===== config.mk =====
export PLATFORM = sky130hd
export DESIGN_NAME = bg_deduction_engine
export DESIGN_NICKNAME = d
export VERILOG_FILES = /design/src/rtl/bg_deduction_engine.sv
export SDC_FILE = /design/constraint.sdc
export NUM_CORES = 1
export LEC_CHECK = 0
export ABC_AREA = 1
export CORE_MARGIN = 5
export CORE_UTILIZATION = 35
export CTS_CLUSTER_DIAMETER = 60
export DETAILED_ROUTE_END_ITERATION = 10
export GPL_TIMING_DRIVEN = 0
export PLACE_DENSITY = 0.56
export SLEW_MARGIN = 30
export SYNTH_ARGS = -nofsm -noshare
export SYNTH_HDL_FRONTEND = slang
export SYNTH_SLANG_ARGS = --single-unit

===== constraint.sdc =====
create_clock -name clk -period 3.4 [get_ports clk]
set_input_delay 0.51 -clock clk [delete_from_list [all_inputs] [get_ports clk]]
set_output_delay 0.51 -clock clk [all_outputs]
set_load 0.1 [all_outputs]

===== src/rtl/bg_deduction_engine.sv =====
// Background-deduction datapath: estimates a per-channel background from the
// leading samples of each frame, subtracts it from later samples with
// saturation, and reports frame status to the frame controller.
module bg_deduction_engine #(
    parameter int DATA_W  = 14,
    parameter int CH      = 2,
    parameter int BG_LOG2 = 6
) (
    input  logic                 clk,
    input  logic                 rst,
    input  logic                 BG_Deduction_EN,
    input  logic                 bg_hold,
    input  logic                 data_valid_in,
    input  logic [CH*DATA_W-1:0] data_in,
    output logic [CH*DATA_W-1:0] data_out,
    output logic                 data_valid_out,
    output logic [CH*DATA_W-1:0] bg_value,
    output logic                 bg_valid,
    output logic [CH-1:0]        sat_flag,
    output logic                 short_frame,
    output logic                 PP_working,
    output logic                 BG_Deduction_Done
);

    localparam int ACC_W  = DATA_W + BG_LOG2;
    localparam int DIFF_W = DATA_W + 1;

    typedef enum logic [1:0] {IDLE, ACCUM, SUB} state_t;

    state_t                     state_q, state_d;
    logic [BG_LOG2-1:0]         cnt_q, cnt_d;
    logic signed [ACC_W-1:0]    acc_q [CH];
    logic signed [ACC_W-1:0]    acc_d [CH];
    logic signed [DATA_W-1:0]   bg_q [CH];
    logic signed [DATA_W-1:0]   bg_d [CH];
    logic                       bg_valid_q, bg_valid_d;
    logic [CH*DATA_W-1:0]       data_out_q, data_out_d;
    logic                       data_valid_out_q, data_valid_out_d;
    logic [CH-1:0]              sat_q, sat_d;
    logic                       short_q, short_d;
    logic                       pp_working_q, pp_working_d;
    logic                       done_q, done_d;
    logic                       do_sub;

    logic signed [DATA_W-1:0]   samp [CH];
    logic signed [ACC_W-1:0]    samp_ext [CH];
    logic signed [ACC_W-1:0]    acc_sum [CH];
    logic signed [DATA_W-1:0]   bg_new [CH];
    logic signed [DIFF_W-1:0]   diff [CH];
    logic [DATA_W-1:0]          sat_val [CH];
    logic [CH-1:0]              clamp;

    // Per-channel arithmetic: running sum, background (floor of sum / 2^BG_LOG2
    // taken as the upper bits), and the saturated background-deducted sample.
    for (genvar c = 0; c < CH; c++) begin : g_ch
        assign samp[c]     = data_in[c*DATA_W +: DATA_W];
        assign samp_ext[c] = {{BG_LOG2{samp[c][DATA_W-1]}}, samp[c]};
        assign acc_sum[c]  = acc_q[c] + samp_ext[c];
        assign bg_new[c]   = acc_sum[c][ACC_W-1:BG_LOG2];
        assign diff[c]     = {samp[c][DATA_W-1], samp[c]} - {bg_q[c][DATA_W-1], bg_q[c]};
        assign clamp[c]    = diff[c][DATA_W] ^ diff[c][DATA_W-1];
        assign sat_val[c]  = clamp[c] ? {diff[c][DATA_W], {(DATA_W-1){~diff[c][DATA_W]}}}
                                      : diff[c][DATA_W-1:0];
        assign bg_value[c*DATA_W +: DATA_W] = bg_q[c];
    end

    // Next-state and datapath updates for the IDLE/ACCUM/SUB frame sequence.
    always_comb begin
        state_d          = state_q;
        cnt_d            = cnt_q;
        acc_d            = acc_q;
        bg_d             = bg_q;
        bg_valid_d       = bg_valid_q;
        data_out_d       = data_out_q;
        data_valid_out_d = 1'b0;
        sat_d            = sat_q;
        short_d          = 1'b0;
        done_d           = 1'b0;
        do_sub           = 1'b0;
        pp_working_d     = BG_Deduction_EN & data_valid_in;

        if (!BG_Deduction_EN) begin
            state_d = IDLE;
        end else begin
            case (state_q)
                IDLE: begin
                    if (data_valid_in) begin
                        sat_d = '0;
                        cnt_d = '0;
                        for (int c = 0; c < CH; c++) acc_d[c] = '0;
                        if (bg_hold && bg_valid_q) begin
                            state_d = SUB;
                            do_sub  = 1'b1;
                        end else begin
                            state_d = ACCUM;
                            cnt_d   = BG_LOG2'(1);
                            for (int c = 0; c < CH; c++) acc_d[c] = samp_ext[c];
                        end
                    end
                end
                ACCUM: begin
                    if (data_valid_in) begin
                        if (cnt_q == '1) begin
                            for (int c = 0; c < CH; c++) bg_d[c] = bg_new[c];
                            bg_valid_d = 1'b1;
                            state_d    = SUB;
                        end else begin
                            for (int c = 0; c < CH; c++) acc_d[c] = acc_sum[c];
                            cnt_d = cnt_q + BG_LOG2'(1);
                        end
                    end else begin
                        state_d = IDLE;
                        done_d  = 1'b1;
                        short_d = 1'b1;
                    end
                end
                SUB: begin
                    if (data_valid_in) begin
                        do_sub = 1'b1;
                    end else begin
                        state_d = IDLE;
                        done_d  = 1'b1;
                    end
                end
                default: state_d = IDLE;
            endcase
        end

        if (do_sub) begin
            data_valid_out_d = 1'b1;
            for (int c = 0; c < CH; c++) begin
                data_out_d[c*DATA_W +: DATA_W] = sat_val[c];
                sat_d[c] = sat_d[c] | clamp[c];
            end
        end
    end

    // State and datapath registers, all cleared by the asynchronous reset.
    always_ff @(posedge clk or posedge rst) begin
        if (rst) begin
            state_q          <= IDLE;
            cnt_q            <= '0;
            for (int c = 0; c < CH; c++) begin
                acc_q[c] <= '0;
                bg_q[c]  <= '0;
            end
            bg_valid_q       <= 1'b0;
            data_out_q       <= '0;
            data_valid_out_q <= 1'b0;
            sat_q            <= '0;
            short_q          <= 1'b0;
            pp_working_q     <= 1'b0;
            done_q           <= 1'b0;
        end else begin
            state_q          <= state_d;
            cnt_q            <= cnt_d;
            for (int c = 0; c < CH; c++) begin
                acc_q[c] <= acc_d[c];
                bg_q[c]  <= bg_d[c];
            end
            bg_valid_q       <= bg_valid_d;
            data_out_q       <= data_out_d;
            data_valid_out_q <= data_valid_out_d;
            sat_q            <= sat_d;
            short_q          <= short_d;
            pp_working_q     <= pp_working_d;
            done_q           <= done_d;
        end
    end

    assign data_out          = data_out_q;
    assign data_valid_out    = data_valid_out_q;
    assign bg_valid          = bg_valid_q;
    assign sat_flag          = sat_q;
    assign short_frame       = short_q;
    assign PP_working        = pp_working_q;
    assign BG_Deduction_Done = done_q;

endmodule


==> results of run 1 <==
-- cells by family after synthesis --
group / count (synthesis) / synth area share
AOI/OAI and AO/OA: 224 / 0.150
adders and majority gates: 74 / 0.112
xor gates and xnor gates: 27 / 0.0276
DFF: 111 / 0.324
buffers and inverters: 171 / 0.0806
and+or+nand+nor: 623 / 0.306
-- metal layers --
layer | up-vias | wire, um
met5 | - | 0
met4 | 0 | 568
met1 | 3834 | 12800
li1 | 4240 | -
met3 | 26 | 916
met2 | 155 | 11800
-- area by class of cell --
class,instances,area (um^2)
Tap cell,324,405
Buffer,25,143
Fill cell,2500,13900
Inverter,146,552
Multi-Input combinational cell,948,5100
Clock buffer,12,256
Clock inverter,3,42.5
Timing Repair Buffer,100,1070
Sequential cell,111,2780
-- worst max path at each step --
stage	from	endpoint	slack (ns)	cells after the start
floorplan	bg_value[0]	data_out[0]	0.67	14
global placement	rst	acc_q[2]	0.32	2
detailed placement	data_in[0]	data_out[8]	0.38	16
CTS	data_in[0]	data_out[8]	0.74	16
global route	data_in[0]	data_out[6]	0.57	16
finish	data_in[0]	data_out[2]	0.72	16
-- synthesized netlist by cell type (all sizes together), types with 13 or more instances --
| cell | number | area (um^2) |
|---|---|---|
| xnor2 | 13 | 114 |
| nor2 | 143 | 537 |
| buf | 17 | 113 |
| inv | 146 | 548 |
| ha | 70 | 876 |
| dfrtp | 111 | 2780 |
| xor2 | 14 | 123 |
| nand3 | 95 | 490 |
| nand4 | 17 | 106 |
| o21ai | 51 | 259 |
| a21oi | 151 | 872 |
| nand2 | 342 | 1310 |
-- power by group through the flow --
| stage | combinational (uW) | sequential (uW) | clock, uW |
|---|---|---|---|
| final | 5760 | 2060 | 1120 |
| after global routing | 6360 | 2130 | 1200 |
| after CTS | 5760 | 2070 | 1150 |
| after detailed placement | 5750 | 2090 | 0 |
| after global placement | 5680 | 2070 | 0 |
| after floorplan | 2950 | 3500 | 0 |
-- critical path, cell delays in order --
cell             delay [ns]
clkdlybuf4s50_1        0.53
inv_1                  0.10
ha_1                   0.14
inv_1                  0.07
fa_1                   0.40
nand2_1                0.08
nand2_1                0.06
nand3_1                0.07
nand2_1                0.10
nand2_1                0.15
nand2_1                0.08
nand2_1                0.08
nand2_2                0.09
a21oi_4                0.21
buf_8                  0.18
a21oi_2                0.06
-- through the flow --
stage / std cells / setup slack [ns] / hold slack [ns] / area (um^2)
global placement: 1649 / 0.320 / 0.468 / 9930
global route: 1669 / 0.573 / 0.507 / 10400
detailed placement: 1654 / 0.377 / 0.472 / 10100
CTS: 1669 / 0.744 / 0.491 / 10400
floorplan: 1230 / 0.669 / 0.453 / 8570
finish: 1669 / 0.722 / 0.483 / 10400
-- flip-flops by register name, indices dropped and copies added (netlist names) --
register / count
bg_valid: 1
BG_Deduction_Done: 1
data_valid_out: 1
PP_working: 1
short_frame: 1
data_out: 28
bg_value: 28
state_q: 2
cnt_q: 6
sat_flag: 2
acc_q: 40
==> flow_summary.toml, run 1 <==
[run_status]
outcome = "complete, no violations"

[logic_synthesis]
synth-edff-count = 0
synth.avg_cell_area_um2 = 6.97
synth_warnings = 0
ys_types = 35
synth_seq_area_share = 0.324
async_reset_ff_frac = 1.00
syn_inst = 1230
synth_area_um2 = 8570
syn_nets = 1337
ys_ff_latch = 111
ys.flop_type = "dfrtp_1"

[global_route]
use_met1 = 0.270
top_usage_layer = "met2"
grt_max_degree = 26
grt_antenna_before_repair = 0
use_met2 = 0.304
grt_overflow = 0
grt_pass1_vias = 8074
grt_usage = 0.189
grt_pass1_wl_um = 42900
grt_util_met3 = 0.0190

[pwr]
power_frac_seq = 0.231
power_frac_clock = 0.126
p_total_uw = 8950
p_int_uw = 4100
ir_worst_vdd_uv = 556
p_leak_uw = 0.00510
powerDensity_nw_per_um2 = 865
p_switching_uw = 4850
combPwrFrac = 0.644
p_sw_frac = 0.542

[final_layout]
syn2layout_area_growth_pct = 20.8
antenna_cells = 0
post-route-util = 0.427
layout_commonest_cell = "nand2_1"
mostFrequentLayoutCells = "333 x nand2_1, 143 x nor2_1, 141 x inv_1"
drive_gt1_frac = 0.0669
nets = 1448

[setup_path]
r2r_start = "bg_value[0]"
critical_path_required_ns = 3.64
cp_max_fo = 10
start_kind = "input port"
cp.arrival_ns = 2.92
path_class = "input port to flop"
r2r_cells = 14
r2r_end = "data_out[2]"
cp-end-kind = "flop"
r2r_slack_ns = 1.07

[clock_network]
cts_root_buf = "clkbuf_16"
cts_tree = "done"
postCtsResizedCells = 0
clock_path_buffers = 2
ctsHoldBuffers = 0
cts.clk_slew.worst_paths_ns = 0.07
post_cts_buffers = 0
numCtsBuffers = 9
worstSkewPairLatency_ns = 0.36
cts.sinks = 111
htreeDepth = 3

[drt]
vias_per_cell = 4.95
wl_per_cell_um = 15.6
drtAntennaViolNets = 0
num_vias = 8255
drt_wl_total_um = 26100
drt_iter0_drc = 519
dr.pass1.iters = 7
drc = 0

[placed_design]
dp_hpwl_um = 21300
io_buffers = 95
gp_congestion = 0.920

[sta]
fmax_mhz = 373
rsz0062_at_grt = "no"
skew_ns = 0.00956
slew_violations = 0
max_slew_margin = 0.336
tns_ns = 0
hold_viol = 0
worstMarginPinSlew_ns = 0.993
finalSetupViolCount = 0
period_share = 0.788
finalCriticalPeriod_ns = 2.68

[hold_path]
hold_path.class = "input port to asynchronous set/reset pin"

[flow_run]
cap_violations = 0

[die]
die_h_um = 166
ios = 96
dieArea_um2 = 27700
die_w_um = 166
coreArea_um2 = 24200
initial_core_util = 0.353
rows = 57
Power figures use the tool's default switching activity.
==> run 2, diff against run 1 <==
PLACE_DENSITY = 0.54   (was 0.56)
clock period = 2.55 ns   (was 3.4 ns; I/O delays follow)
==> run 2 against run 1 <==
Net effect: wire length is 0.15% lower; critical path depth is 4 lower; clock skew is 0.0011 ns lower; sequential cell count stayed put; first-iteration DRC count is 22% higher; sequential share of layout area is 0.13 points higher; design area is 0.41% lower; critical path type unchanged.
==> flow_summary.toml, run 2 (synthesis gave the netlist of run 1 again) <==
[clock_network]
cts_root_buf = "clkbuf_16"
cts.sinks = 111
ctsHoldBuffers = 0
htreeDepth = 3
cts_tree = "done"
clock_path_buffers = 2
numCtsBuffers = 9
worstSkewPairLatency_ns = 0.36
cts.clk_slew.worst_paths_ns = 0.08

[hold_path]
hold_path.class = "input port to asynchronous set/reset pin"

[global_route]
grt_usage = 0.189
grt_max_degree = 28
grt_overflow = 0
grt_antenna_before_repair = 0
grt_pass1_wl_um = 43000
grt_pass1_vias = 8031

[flow_run]
cap_violations = 0

[pwr]
power_frac_seq = 0.232
ir_worst_vdd_uv = 635
powerDensity_nw_per_um2 = 1150
combPwrFrac = 0.648
p_int_uw = 5350
p_sw_frac = 0.549
power_frac_clock = 0.121
p_leak_uw = 0.00511
p_switching_uw = 6500

[sta]
skew_ns = 0.00843
rsz0062_at_grt = "no"
period_share = 0.942
tns_ns = 0
hold_viol = 0
final.setup.worst_slack_ns = 0.147
finalSetupViolCount = 0
finalCriticalPeriod_ns = 2.40
max_slew_margin = 0.331
worstMarginPinSlew_ns = 1.00
fmax_mhz = 416
slew_violations = 0

[drt]
drc = 0
drt_iter0_drc = 632
vias_per_cell = 4.96
drt_wl_total_um = 26100
dr.pass1.iters = 5
drtAntennaViolNets = 0
num_vias = 8270
wl_per_cell_um = 15.6

[final_layout]
top_register = "acc_q"
antenna_cells = 0
nets = 1447
layout_commonest_cell = "nand2_1"
multi_input_area_um2 = 5110
drive_gt1_frac = 0.0699
syn2layout_area_growth_pct = 20.3
fillers = 2587
mostFrequentLayoutCells = "333 x nand2_1, 143 x nor2_1, 141 x inv_1"
seq_area_um2 = 2780
largest_register_ffs = 40

[setup_path]
path_class = "input port to flop"
cp.arrival_ns = 2.66
crit_slowest_cell = "clkdlybuf4s50_1"
cp_max_fo = 10
start_kind = "input port"
cp-end-kind = "flop"
cpPeakStageDelay_ns = 0.68
critical_path_required_ns = 2.81
path_cells = "clkdlybuf4s50_1 > inv_1 > fa_1 > inv_1 > nand2_1 > nand3_2 > nand2_1 > nand3_1 > nand2_2 > a21oi_4 > buf_6 > a21oi_2"

[placed_design]
gp_congestion = 0.883
dp_hpwl_um = 21400
preCtsSetupSlack_ns = -0.370
io_buffers = 95

[die]
rows = 57
die_h_um = 166
initial_core_util = 0.353
coreArea_um2 = 24200
ios = 96
dieArea_um2 = 27700
die_w_um = 166

[run_status]
outcome = "complete, no violations"
[run 2: cell count changes in the layout (fill, tap and decap cells not counted), sizes merged]
cell / delta
bufinv: -1
buf: -1
inv: +2
clkinv: +1
dlymetal6s2s: +4
clkdlybuf4s50: -4
clkbuf: -2
[run 2: path summary, 6_finish.rpt]
kind | startpoint | to | slack (ns) | cells past startpoint
max in group asynchronous | rst | acc_q[13] | 1.35 | 5
worst max register to register | bg_value[0] | data_out[0] | 0.29 | 14
worst max-delay path | data_in[15] | data_out[14] | 0.15 | 12
worst min register to register | data_out[26] | data_out[26] | 0.49 | 2
min in group clk | data_in[0] | acc_q[20] | 0.44 | 3
worst min-delay path | rst | data_out[3] | 0.34 | 2
[run 2: worst max-delay path: cells and delay by family]
family                     cells  cell delay (ns)
buffers and inverters          4             1.06
AOI/OAI and AO/OA              2             0.24
and+or+nand+nor                5             0.47
adders and majority gates      1             0.49
[run 2: repair_timing]
| action | CTS | global route |
|---|---|---|
| setup endpoints to repair | 0 | 33 |
| resized for setup | 0 | 7 |
| setup buffers | 0 | 0 |
[run 2: power by group through the flow]
stage	sequential, uW	clock, uW	combinational, uW
after floorplan	4660	0	3940
after global placement	2770	0	7600
after detailed placement	2780	0	7660
after CTS	2750	1470	7680
after global routing	2830	1520	8470
final	2750	1430	7670
[run 2: per-layer routing]
| metal | track usage | vias to the layer above | wire [um] |
|---|---|---|---|
| met5 | 0 | - | 0 |
| met4 | 0.0413 | 0 | 297 |
| met3 | 0.0149 | 22 | 858 |
| met2 | 0.312 | 139 | 11900 |
| met1 | 0.273 | 3859 | 13000 |
| li1 | - | 4250 | - |
[run 2: final cells by class]
| cell class | instances | share of cell area |
|---|---|---|
| clock buffers | 10 | 0.0232 |
| clock inverters | 5 | 0.00413 |
| plain buffers | 25 | 0.0138 |
| multi-input cells | 948 | 0.495 |
| inverters | 146 | 0.0535 |
| well taps | 324 | 0.0393 |
| flip-flops and latches | 111 | 0.270 |
| repair buffers | 99 | 0.101 |
[run 2: metrics by stage]
step                      cells  hold WS, ns   util  instance area [um^2]  power (uW)
after floorplan            1230        0.453      -                  8580        8600
final                      1668        0.335  0.425                 10300       11900
after global routing       1668        0.359  0.425                 10300       12800
after CTS                  1668        0.337  0.425                 10300       11900
after global placement     1649        0.475  0.410                  9930       10400
after detailed placement   1653        0.470  0.413                 10000       10400
